<file path="src/rtl/debounce_bank_pkg.sv">
// Shared timing defaults and helper types for the front-panel debounce bank.
package debounce_bank_pkg;

  localparam int unsigned DB_TICK_1MS_25MHZ = 25000;
  localparam int unsigned DB_DEBOUNCE_MS    = 10;
  localparam int unsigned DB_HOLD_MS        = 1000;

  // Per-channel pulses computed combinationally and registered in one place.
  typedef struct packed {
    logic rise;
    logic fall;
    logic hold;
  } chan_evt_t;

  // Counter width able to hold 0..n, never narrower than one bit.
  function automatic int unsigned cnt_width(input int unsigned n);
    return (n == 0) ? 1 : $clog2(n + 1);
  endfunction

endpackage

</file>
<file path="src/rtl/debounce_bank_chan.sv">
// One debounce channel: 2-FF synchroniser, tick-based debounce filter,
// long-press hold counter and registered edge/hold pulses.
module debounce_chan
  import debounce_bank_pkg::*;
#(
  parameter int unsigned DEBOUNCE_TICKS = DB_DEBOUNCE_MS,
  parameter int unsigned HOLD_TICKS     = DB_HOLD_MS,
  parameter logic        INIT_LEVEL     = 1'b0
) (
  input  logic i_Clk,
  input  logic i_Rst,
  input  logic i_Tick,
  input  logic i_Switch,
  output logic o_State,
  output logic o_Rise,
  output logic o_Fall,
  output logic o_Hold,
  output logic o_Edge_next
);

  localparam int unsigned     DW      = cnt_width(DEBOUNCE_TICKS);
  localparam logic [DW-1:0]   DB_LAST = DW'(DEBOUNCE_TICKS - 1);

  logic [1:0]    sync;
  logic [DW-1:0] db_cnt;
  logic          state;
  logic          accept;
  logic          hold_hit;
  chan_evt_t     evt_next;

  always_ff @(posedge i_Clk) begin
    if (i_Rst) sync <= {2{INIT_LEVEL}};
    else       sync <= {sync[0], i_Switch};
  end

  assign accept = (sync[1] != state) && i_Tick && (db_cnt >= DB_LAST);

  // Any clock where the input agrees with the accepted level restarts the filter.
  always_ff @(posedge i_Clk) begin
    if (i_Rst) begin
      db_cnt <= '0;
      state  <= INIT_LEVEL;
    end else if (sync[1] == state) begin
      db_cnt <= '0;
    end else if (i_Tick) begin
      if (accept) begin
        state  <= sync[1];
        db_cnt <= '0;
      end else begin
        db_cnt <= db_cnt + 1'b1;
      end
    end
  end

  generate
    if (HOLD_TICKS > 0) begin : g_hold
      localparam int unsigned   HW        = cnt_width(HOLD_TICKS);
      localparam logic [HW-1:0] HOLD_LAST = HW'(HOLD_TICKS - 1);
      localparam logic [HW-1:0] HOLD_MAX  = HW'(HOLD_TICKS);
      logic [HW-1:0] hold_cnt;

      // Saturates at HOLD_MAX so the pulse fires once per press.
      always_ff @(posedge i_Clk) begin
        if (i_Rst || !state)                      hold_cnt <= '0;
        else if (i_Tick && (hold_cnt != HOLD_MAX)) hold_cnt <= hold_cnt + 1'b1;
      end

      assign hold_hit = state && i_Tick && (hold_cnt == HOLD_LAST);
    end else begin : g_no_hold
      assign hold_hit = 1'b0;
    end
  endgenerate

  always_comb begin
    evt_next = '0;
    if (accept) begin
      evt_next.rise = sync[1];
      evt_next.fall = !sync[1];
    end
    evt_next.hold = hold_hit;
  end

  always_ff @(posedge i_Clk) begin
    if (i_Rst) begin
      o_Rise <= 1'b0;
      o_Fall <= 1'b0;
      o_Hold <= 1'b0;
    end else begin
      o_Rise <= evt_next.rise;
      o_Fall <= evt_next.fall;
      o_Hold <= evt_next.hold;
    end
  end

  assign o_State     = state;
  assign o_Edge_next = accept;

endmodule

</file>
<file path="src/rtl/debounce_bank.sv">
// Multi-channel switch debouncer: shared prescaled tick, one debounce_chan per
// input and a registered change strobe across all channels.
module debounce_bank
  import debounce_bank_pkg::*;
#(
  parameter int unsigned       NUM_CH         = 4,
  parameter int unsigned       TICK_DIV       = DB_TICK_1MS_25MHZ,
  parameter int unsigned       DEBOUNCE_TICKS = DB_DEBOUNCE_MS,
  parameter int unsigned       HOLD_TICKS     = DB_HOLD_MS,
  parameter logic [NUM_CH-1:0] INIT_LEVEL     = '0
) (
  input  logic              i_Clk,
  input  logic              i_Rst,
  input  logic [NUM_CH-1:0] i_Switch,
  output logic [NUM_CH-1:0] o_State,
  output logic [NUM_CH-1:0] o_Rise,
  output logic [NUM_CH-1:0] o_Fall,
  output logic [NUM_CH-1:0] o_Hold,
  output logic              o_Any
);

  logic              tick;
  logic [NUM_CH-1:0] edge_next;

  generate
    if (TICK_DIV > 1) begin : g_prescale
      localparam int unsigned   PW       = $clog2(TICK_DIV);
      localparam logic [PW-1:0] PRE_LAST = PW'(TICK_DIV - 1);
      logic [PW-1:0] pre_cnt;

      always_ff @(posedge i_Clk) begin
        if (i_Rst || tick) pre_cnt <= '0;
        else               pre_cnt <= pre_cnt + 1'b1;
      end

      assign tick = (pre_cnt == PRE_LAST);
    end else begin : g_no_prescale
      assign tick = 1'b1;
    end
  endgenerate

  for (genvar g = 0; g < NUM_CH; g++) begin : g_chan
    debounce_chan #(
      .DEBOUNCE_TICKS (DEBOUNCE_TICKS),
      .HOLD_TICKS     (HOLD_TICKS),
      .INIT_LEVEL     (INIT_LEVEL[g])
    ) u_chan (
      .i_Clk       (i_Clk),
      .i_Rst       (i_Rst),
      .i_Tick      (tick),
      .i_Switch    (i_Switch[g]),
      .o_State     (o_State[g]),
      .o_Rise      (o_Rise[g]),
      .o_Fall      (o_Fall[g]),
      .o_Hold      (o_Hold[g]),
      .o_Edge_next (edge_next[g])
    );
  end

  // Registered from the pre-edge accept terms so it lines up with o_Rise/o_Fall.
  always_ff @(posedge i_Clk) begin
    if (i_Rst) o_Any <= 1'b0;
    else       o_Any <= |edge_next;
  end

endmodule

</file>
<file path="config.mk">
export PLATFORM = sky130hd
export DESIGN_NAME = debounce_bank
export DESIGN_NICKNAME = d
export VERILOG_FILES = /design/src/rtl/debounce_bank_pkg.sv /design/src/rtl/debounce_bank_chan.sv /design/src/rtl/debounce_bank.sv
export SDC_FILE = /design/constraint.sdc
export NUM_CORES = 1
export LEC_CHECK = 0
export BUFFER_PORTS_ARGS = -buffer_cell sky130_fd_sc_hd__buf_2
export CAP_MARGIN = 20
export CORE_MARGIN = 8
export CORE_UTILIZATION = 40
export DETAILED_ROUTE_END_ITERATION = 12
export GPL_TIMING_DRIVEN = 0
export HOLD_SLACK_MARGIN = 0.15
export PLACE_DENSITY_LB_ADDON = 0.08
export SETUP_SLACK_MARGIN = 0.1
export SLEW_MARGIN = 20
export SYNTH_ARGS = -nofsm -noshare
export SYNTH_HDL_FRONTEND = slang
export SYNTH_SLANG_ARGS = --single-unit
</file>
<file path="constraint.sdc">
create_clock -name i_Clk -period 2.7 [get_ports i_Clk]
set_clock_uncertainty 0.2 [all_clocks]
set_input_delay 0.54 -clock i_Clk [delete_from_list [all_inputs] [get_ports i_Clk]]
set_output_delay 0.54 -clock i_Clk [all_outputs]
set_load 0.005 [all_outputs]
</file>
==> results of run 1 <==
==> metrics by stage <==
step | utilization, % | instance area, um^2 | hold WS [ns] | total power [mW] | std cells
3_5_place_dp | 43.1 | 4860 | 0.225 | 1.50 | 688
5_1_grt | 46.1 | 5200 | 0.233 | 2.96 | 705
2_1_floorplan | - | 4570 | 0.214 | 1.48 | 523
4_1_cts | 46.1 | 5190 | 0.200 | 2.91 | 704
6_report | 46.1 | 5200 | 0.208 | 2.87 | 705
3_3_place_gp | 43.1 | 4860 | 0.218 | 1.50 | 688
==> worst register-to-register path, stage by stage, from the launching register on <==
cell and delay, ns:
dfxtp_1 0.33, ha_1 0.25, and4bb_1 0.23, nand4_2 0.13
buf_2 0.26, buf_6 0.19, clkbuf_1 0.52, nand2_1 0.13
a21oi_1 0.14
==> sequential cells by signal, summed over array words and instances (netlist names) <==
register / count
g_chan.u_chan.g_hold.hold_cnt: 40
g_chan.u_chan.db_cnt: 16
g_prescale.pre_cnt: 15
g_chan.u_chan.sync: 8
g_chan.u_chan.o_Fall: 4
g_chan.u_chan.o_Hold: 4
g_chan.u_chan.o_Rise: 4
g_chan.u_chan.o_State: 4
o_Any: 1
==> area by class of cell <==
cell class	count	area, um^2	share of cell area [%]
multi-input combinational	360	2310	44.5
buffer	41	240	4.62
clock inverter	5	78.8	1.52
clock buffer	11	253	4.86
timing repair buffer	23	115	2.21
sequential	96	1920	37.0
tap	143	179	3.44
inverter	26	97.6	1.88
==> power groups by stage <==
stage                     clock network [mW]  registers (mW)  logic, mW
final                                   1.40            1.43     0.0324
after global routing                    1.49            1.43     0.0375
after CTS                               1.44            1.43     0.0327
after detailed placement                   0            1.46     0.0324
after global placement                     0            1.46     0.0324
after floorplan                            0            1.46     0.0222
==> final timing paths <==
kind,to,slack [ns],cells after the start
worst min register to register,g_chan[1].u_chan.sync[1]$_SDFF_PP0_,0.24,1
worst min-delay path,g_chan[2].u_chan.sync[0]$_SDFF_PP0_,0.21,2
worst max register to register,g_chan[1].u_chan.db_cnt[0]$_SDFFE_PP0N_,0.27,8
worst max-delay path,g_chan[1].u_chan.db_cnt[0]$_SDFFE_PP0N_,0.27,8
==> timing repair <==
action,4_1_cts,5_1_grt
setup buffers,0,0
setup endpoints to repair,0,5
resized for setup,0,2
==> cell families (layout without fill, tap and decap cells) <==
kind of cell,count (synthesis),count (layout)
AO/OA/AOI/OAI,108,108
XOR/XNOR,17,17
adder cells (fa/ha/maj),21,21
buffers and inverters,67,106
AND/OR/NAND/NOR,213,213
flip-flops,96,96
multiplexers,1,1
==> per-layer routing <==
layer / vias up / global-route usage [%]
met1: 1853 / 18.5
met4: 0 / 4.11
li1: 1955 / -
met5: - / 0
met2: 42 / 24.8
met3: 11 / 3.01
==> cell usage in the layout (no fill, tap or decap), types with 10 or more instances in the layout <==
master | Yosys | final
nor2b_1 | 10 | 10
buf_4 | 16 | 16
xor2_1 | 16 | 16
buf_2 | 7 | 29
nor2_1 | 25 | 25
nor3_1 | 10 | 10
dfxtp_1 | 96 | 96
nand2b_1 | 15 | 15
o31ai_1 | 21 | 21
inv_1 | 26 | 26
nand2_1 | 35 | 35
nand4_1 | 13 | 13
nand3_1 | 29 | 29
ha_1 | 21 | 21
o21ai_0 | 25 | 25
a21oi_1 | 50 | 50
or4_1 | 29 | 29
clkbuf_1 | 12 | 11
==> results.json, run 1 <==
{
  "dpl.hpwl_um": 7470,
  "setup_viol": 0,
  "yosys.area_share.simple_pct": 27.5,
  "nets": 584,
  "p_sw_uw": 567,
  "arrival_ns": 2.51,
  "clkPwrFrac_pct": 49.0,
  "grt_pass1_wl_um": 17700,
  "end_kind": "register",
  "synth_top_family_by_area": "simple AND/OR/NAND/NOR gates",
  "wl_met2_um": 5040,
  "htree_num_levels": 3,
  "synth_enable_flop_cells": 0,
  "synthAdderAreaFrac_pct": 5.75,
  "vias": 3861,
  "diodes": 0,
  "tightest_slew_ns": 0.931,
  "place_ws_ns": 0.229,
  "synth_common_cells": "dfxtp_1, a21oi_1, nand2_1, nand3_1, or4_1",
  "synth.avg_cell_area_um2": 8.74,
  "clock-sinks": 96,
  "power_leakage_nw": 1.75,
  "slowest_delay_ns": 0.52,
  "critPathMaxFanout": 10,
  "hold_class": "input pin to register",
  "synth.most_common_cell": "dfxtp_1",
  "startpoint": "g_prescale.pre_cnt[0]$_SDFF_PP0_",
  "start_kind": "register",
  "cap_viol_max_count": 0,
  "yosysWarnings": 0,
  "clockBufferDepth": 2,
  "ys_ff_latch": 96,
  "pin_count": 23,
  "r2r_start": "g_prescale.pre_cnt[0]$_SDFF_PP0_",
  "grt.total_usage_pct": 14.6,
  "synth-xor-area-share_pct": 3.26,
  "num_rows": 39,
  "setup_slack_ns": 0.265,
  "syn_nets": 550,
  "critPathBufInv": 3,
  "clk_latency_ns": 0.34,
  "yosysTopAreaCellShare_pct": 42.0,
  "period_needed_ns": 2.43,
  "status": "completed",
  "combPwrFrac_pct": 1.1,
  "cellPowerDensity_nw_per_um2": 552,
  "fin_crit_sh_pct": 90.2,
  "synth_flop_cell": "dfxtp_1",
  "cp_data_required_time_ns": 2.77,
  "postRouteWirelength_um": 10600,
  "antenna_found_initial": 0,
  "synth_compound_area_share_pct": 13.9,
  "area_growth_pct": 13.7,
  "intPower_mw": 2.30,
  "setup_tns_ns": 0,
  "yosysSeqAreaShare_pct": 42.0,
  "die_x_um": 123,
  "die_h_um": 123,
  "drt-pass1-iter-count": 4,
  "final_antenna_net_count": 0,
  "synthArstFlopShare_pct": 0,
  "clkSlewWorstSetupHoldPaths_ns": 0.07,
  "pwr-share-seq_pct": 49.9,
  "syn_area_um2": 4570,
  "yosys-top-cells-area": "dfxtp_1, ha_1, a21oi_1",
  "synth_top_area_cell": "dfxtp_1",
  "fmaxAchievable_mhz": 411,
  "drive_above_1_share_pct": 12.8,
  "hold_violations": 0,
  "fillers": 1087,
  "tritoncts": "yes",
  "route.detailed.drc": 0,
  "synth_mux_area_share_pct": 0.219,
  "io_buffers": 22,
  "crit_slowest_cell": "clkbuf_1",
  "core_um2": 11300,
  "top_layer": "met4",
  "dieArea_um2": 15100,
  "cts_buffers": 9,
  "yosysUniqueCellTypes": 43,
  "gp_congestion": 0.776,
  "wl_met3_um": 311,
  "rsz0062_at_grt": "false",
  "switching_share_pct": 19.8,
  "crit_type": "register to register",
  "hp-start": "i_Switch[2]",
  "drt_iter0_markers": 248,
  "clockRootBuffer": "clkbuf_16",
  "wl_per_cell_um": 15.0,
  "grt_overflow": 0,
  "ctsHoldBuffers": 0,
  "vias_per_cell": 5.48,
  "path_cells": "ha_1 -> and4bb_1 -> nand4_2 -> buf_2 -> buf_6 -> clkbuf_1 -> nand2_1 -> a21oi_1",
  "synthCells": 523,
  "start_util_pct": 40.5,
  "ir_drop_uv": 399,
  "grt_max_degree": 16,
  "grt_pass1_vias": 3626,
  "wl_met1_um": 5110,
  "slew_headroom_pct": 37.4,
  "critical_path.top_delay_family": "buffers and inverters",
  "finalMaxSlewViolations": 0
}
Power figures use the tool's default switching activity.
==> run 2: changes to the inputs <==
--- a/config.mk
+++ b/config.mk
@@ -8,7 +8,7 @@
 export BUFFER_PORTS_ARGS = -buffer_cell sky130_fd_sc_hd__buf_2
 export CAP_MARGIN = 20
 export CORE_MARGIN = 8
-export CORE_UTILIZATION = 40
+export CORE_UTILIZATION = 55
 export DETAILED_ROUTE_END_ITERATION = 12
 export GPL_TIMING_DRIVEN = 0
 export HOLD_SLACK_MARGIN = 0.15
==> results.json, run 2 (synthesis results as in run 1) <==
{
  "grt_max_degree": 17,
  "slew_headroom_pct": 35.3,
  "layout_commonest_cell": "dfxtp_1",
  "num_rows": 33,
  "drt-pass1-iter-count": 4,
  "critPathMaxFanout": 10,
  "post_cts_resized": 0,
  "post_dp_cell_area_um2": 4810,
  "final_antenna_net_count": 0,
  "reg_top3": "g_chan.u_chan.g_hold.hold_cnt x40, g_chan.u_chan.db_cnt x16, g_prescale.pre_cnt x15",
  "cp_data_required_time_ns": 2.79,
  "grt_pass1_vias": 3529,
  "clkSlewWorstSetupHoldPaths_ns": 0.10,
  "ctsHoldBuffers": 0,
  "period_needed_ns": 2.34,
  "arrival_ns": 2.43,
  "grt.total_usage_pct": 17.8,
  "cts_buffers": 9,
  "setup_slack_ns": 0.360,
  "post_cts_buffers": 0,
  "diodes": 0,
  "setup_tns_ns": 0,
  "fin_crit_sh_pct": 86.7,
  "tightest_slew_ns": 0.963,
  "drt_iter0_markers": 255,
  "final_cell_area_um2": 4980,
  "gp_congestion": 0.823,
  "crit_type": "register to register",
  "clk_latency_ns": 0.36,
  "wl_per_cell_um": 14.7,
  "grt_overflow": 0,
  "most-common-layout-cells": "dfxtp_1, a21oi_1, nand2_1",
  "dpl.hpwl_um": 6840,
  "tritoncts": "yes",
  "start_kind": "register",
  "power_leakage_nw": 1.67,
  "fillers": 727,
  "ir_drop_uv": 203,
  "hold_violations": 0,
  "top_register": "g_chan.u_chan.g_hold.hold_cnt",
  "hold_class": "input pin to register",
  "drive_above_1_share_pct": 12.7,
  "vias": 3819,
  "vias_per_cell": 5.74,
  "cellPowerDensity_nw_per_um2": 465,
  "fmaxAchievable_mhz": 427,
  "clock-sinks": 96,
  "dieArea_um2": 11500,
  "seq_area_um2": 1920,
  "nets": 583,
  "grt_pass1_wl_um": 16700,
  "htree_num_levels": 3,
  "total_power_mw": 2.32,
  "die_h_um": 107,
  "clockRootBuffer": "clkbuf_8",
  "area_growth_pct": 9.03,
  "postRouteWirelength_um": 9810,
  "die_x_um": 107,
  "rsz0062_at_grt": "false",
  "pin_count": 23,
  "place_ws_ns": 0.215,
  "end_kind": "register",
  "cap_viol_max_count": 0,
  "clockBufferDepth": 2,
  "finalMaxSlewViolations": 0,
  "core_um2": 8130,
  "status": "completed",
  "io_buffers": 22,
  "start_util_pct": 56.2,
  "antenna_found_initial": 0,
  "route.detailed.drc": 0,
  "largest_reg_flops": 40,
  "multi_input_area_um2": 2310,
  "setup_viol": 0
}
run 2: critical path, stage by stage (launching register included):
cell      delay [ns]
dfxtp_1         0.35
ha_1            0.25
and4bb_1        0.23
nand4_2         0.12
buf_2           0.23
clkbuf_1        0.52
o21ai_0         0.20
a21oi_1         0.16
run 2: metrics by stage:
| step | std cells | hold WS, ns | utilization (%) |
|---|---|---|---|
| 6_report | 665 | 0.181 | 61.3 |
| 5_1_grt | 665 | 0.160 | 61.3 |
| 4_1_cts | 665 | 0.172 | 61.2 |
| 3_5_place_dp | 650 | 0.234 | 59.2 |
| 3_3_place_gp | 650 | 0.220 | 59.2 |
| 2_1_floorplan | 523 | 0.214 | - |
run 2: per-layer routing:
metal | global-route usage (%) | wire (um) | vias up
met5 | 0 | 0 | -
met4 | 5.83 | 121 | 0
met3 | 4.20 | 381 | 13
met2 | 27.9 | 4470 | 61
met1 | 23.3 | 4840 | 1789
li1 | - | - | 1956
run 2: worst paths after layout:
path / cells past startpoint / slack (ns) / startpoint / end
worst max-delay path: 7 / 0.36 / g_prescale.pre_cnt[0]$_SDFF_PP0_ / g_chan[2].u_chan.g_hold.hold_cnt[1]$_SDFFE_PP0P_
worst min-delay path: 2 / 0.18 / i_Switch[0] / g_chan[0].u_chan.sync[0]$_SDFF_PP0_
worst max register to register: 7 / 0.36 / g_prescale.pre_cnt[0]$_SDFF_PP0_ / g_chan[2].u_chan.g_hold.hold_cnt[1]$_SDFFE_PP0P_
worst min register to register: 1 / 0.25 / g_chan[3].u_chan.sync[0]$_SDFF_PP0_ / g_chan[3].u_chan.sync[1]$_SDFF_PP0_
run 2: cell type report:
| cell class | count | share of cell area [%] |
|---|---|---|
| buffer | 41 | 4.85 |
| clock buffer | 9 | 2.49 |
| timing repair buffer | 22 | 2.21 |
| clock inverter | 6 | 0.904 |
| sequential | 96 | 38.6 |
| multi-input combinational | 360 | 46.4 |
| inverter | 26 | 1.96 |
| tap | 105 | 2.64 |
run 2: report_power, final:
part           internal, mW  switching (mW)  total (mW)
clock network         0.335           0.521       0.856
registers              1.42         0.00688        1.43
logic                0.0138          0.0183      0.0320
==> run 3: changes to the inputs <==
--- a/config.mk
+++ b/config.mk
@@ -9,11 +9,12 @@
 export CAP_MARGIN = 20
 export CORE_MARGIN = 8
 export CORE_UTILIZATION = 55
+export CTS_BUF_LIST = sky130_fd_sc_hd__clkbuf_16
 export DETAILED_ROUTE_END_ITERATION = 12
 export GPL_TIMING_DRIVEN = 0
 export HOLD_SLACK_MARGIN = 0.15
 export PLACE_DENSITY_LB_ADDON = 0.08
-export SETUP_SLACK_MARGIN = 0.1
+export SETUP_SLACK_MARGIN = 0.4
 export SLEW_MARGIN = 20
 export SYNTH_ARGS = -nofsm -noshare
 export SYNTH_HDL_FRONTEND = slang
==> results.json, run 3 (synthesis results as in run 1) <==
{
  "status": "completed",
  "whs_ns": 0.207,
  "reg_top3": "g_chan.u_chan.g_hold.hold_cnt x40, g_chan.u_chan.db_cnt x16, g_prescale.pre_cnt x15",
  "pwr-share-seq_pct": 54.0,
  "slew_headroom_pct": 33.1,
  "grt_max_degree": 17,
  "die_x_um": 107,
  "area_growth_pct": 12.5,
  "start_util_pct": 56.2,
  "combPwrFrac_pct": 1.2,
  "core_um2": 8130,
  "finalMaxSlewViolations": 0,
  "io_buffers": 22,
  "grt.total_usage_pct": 18.0,
  "grt_overflow": 0,
  "fillers": 704,
  "dieArea_um2": 11500,
  "drt-pass1-iter-count": 4,
  "vias": 3851,
  "postRouteWirelength_um": 9960,
  "post_cts_buffers": 0,
  "diodes": 0,
  "fin_cells": 665,
  "slowest_delay_ns": 0.36,
  "critPathBufInv": 2,
  "clockRootBuffer": "clkbuf_16",
  "rsz0062_at_grt": "true",
  "cellPowerDensity_nw_per_um2": 516,
  "tritoncts": "yes",
  "largest_reg_flops": 40,
  "most-common-layout-cells": "dfxtp_1, a21oi_1, nand2_1",
  "power_leakage_nw": 1.71,
  "p_sw_uw": 589,
  "setup_slack_ns": 0.502,
  "clkPwrFrac_pct": 44.8,
  "multi_input_area_um2": 2360,
  "clock-sinks": 96,
  "drt_iter0_markers": 190,
  "wl_met2_um": 4640,
  "top_layer": "met4",
  "wl_met3_um": 437,
  "dpl.hpwl_um": 6840,
  "tightest_slew_ns": 0.995,
  "grt_pass1_wl_um": 16900,
  "reg2reg_setup_slack_ns": 0.50,
  "htree_num_levels": 3,
  "ir_drop_uv": 303,
  "start_kind": "register",
  "clkSlewWorstSetupHoldPaths_ns": 0.07,
  "hold_path_end": "g_chan[0].u_chan.sync[0]$_SDFF_PP0_",
  "critPathMaxFanout": 10,
  "grt_pass1_vias": 3570,
  "final_antenna_net_count": 0,
  "hold_violations": 0,
  "arrival_ns": 2.24,
  "crit_slowest_cell": "dfxtp_1",
  "end_kind": "register",
  "antenna_found_initial": 0,
  "r2r-end": "g_chan[1].u_chan.o_Fall$_SDFF_PP0_",
  "cp_data_required_time_ns": 2.75,
  "worstHoldPathCells": 2,
  "route.detailed.drc": 0,
  "critical_path.top_delay_family": "simple AND/OR/NAND/NOR gates",
  "cap_viol_max_count": 0,
  "reg2reg_depth": 7,
  "fmaxAchievable_mhz": 455,
  "switching_share_pct": 22.2,
  "gp_congestion": 0.823,
  "clockBufferDepth": 2,
  "seq_area_um2": 1920,
  "clk_latency_ns": 0.34,
  "intPower_mw": 2.06,
  "nets": 583,
  "hp-start": "i_Switch[0]",
  "top_register": "g_chan.u_chan.g_hold.hold_cnt",
  "placed_cells": 650,
  "cts_buffers": 9,
  "crit_type": "register to register",
  "path_cells": "ha_2 -> and4bb_1 -> and4_1 -> buf_2 -> nand2b_1 -> clkbuf_1 -> nor4b_2",
  "place_ws_ns": 0.215,
  "pin_count": 23,
  "r2r_start": "g_prescale.pre_cnt[1]$_SDFF_PP0_",
  "num_rows": 33,
  "layout_commonest_cell": "dfxtp_1",
  "drive_above_1_share_pct": 14.6,
  "die_h_um": 107,
  "setup_viol": 0,
  "period_needed_ns": 2.20,
  "wl_met1_um": 4680,
  "hold_class": "input pin to register",
  "wl_per_cell_um": 15.0,
  "vias_per_cell": 5.79,
  "fin_crit_sh_pct": 81.4,
  "setup_tns_ns": 0
}
run 3: worst max path at each step:
stage / from / to / slack [ns] / depth (start not counted)
floorplan: g_prescale.pre_cnt[0]$_SDFF_PP0_ / g_chan[1].u_chan.g_hold.hold_cnt[8]$_SDFFE_PP0P_ / 0.74 / 7
global placement: g_prescale.pre_cnt[0]$_SDFF_PP0_ / g_chan[2].u_chan.g_hold.hold_cnt[5]$_SDFFE_PP0P_ / 0.25 / 7
detailed placement: g_prescale.pre_cnt[0]$_SDFF_PP0_ / g_chan[2].u_chan.g_hold.hold_cnt[5]$_SDFFE_PP0P_ / 0.22 / 7
CTS: g_prescale.pre_cnt[0]$_SDFF_PP0_ / g_chan[2].u_chan.g_hold.hold_cnt[1]$_SDFFE_PP0P_ / 0.41 / 7
global route: g_prescale.pre_cnt[1]$_SDFF_PP0_ / g_chan[1].u_chan.g_hold.hold_cnt[8]$_SDFFE_PP0P_ / 0.40 / 7
finish: g_prescale.pre_cnt[1]$_SDFF_PP0_ / g_chan[1].u_chan.o_Fall$_SDFF_PP0_ / 0.50 / 7
run 3: metrics by stage:
| stage | utilization, % | total power, mW | area, um^2 |
|---|---|---|---|
| final | 63.2 | 2.65 | 5140 |
| after global routing | 63.2 | 2.74 | 5140 |
| after CTS | 62.6 | 2.67 | 5090 |
| after detailed placement | 59.2 | 1.50 | 4810 |
| after global placement | 59.2 | 1.49 | 4810 |
| after floorplan | - | 1.48 | 4570 |
run 3: final cells by class:
type,count,area share (%)
tap,105,2.55
clock buffer,9,4.38
inverter,26,1.90
sequential,96,37.4
timing repair buffer,22,2.14
clock inverter,6,0.876
buffer,41,4.89
multi-input combinational,360,45.9
run 3: repair_timing:
action	CTS	global route
endpoints found under the setup margin	26	55
hold buffers	0	0
resized for setup	5	17
run 3: power groups by stage:
stage	Sequential [mW]	Combinational [mW]	Clock (mW)
detailed placement	1.46	0.0320	0
floorplan	1.46	0.0222	0
global route	1.43	0.0371	1.27
CTS	1.43	0.0326	1.20
global placement	1.46	0.0316	0
finish	1.43	0.0331	1.19
run 3: metal layers:
layer,vias to the layer above,track usage (%)
li1,1954,-
met1,1804,23.0
met2,78,29.1
met3,15,3.90
met4,0,6.63
met5,-,0
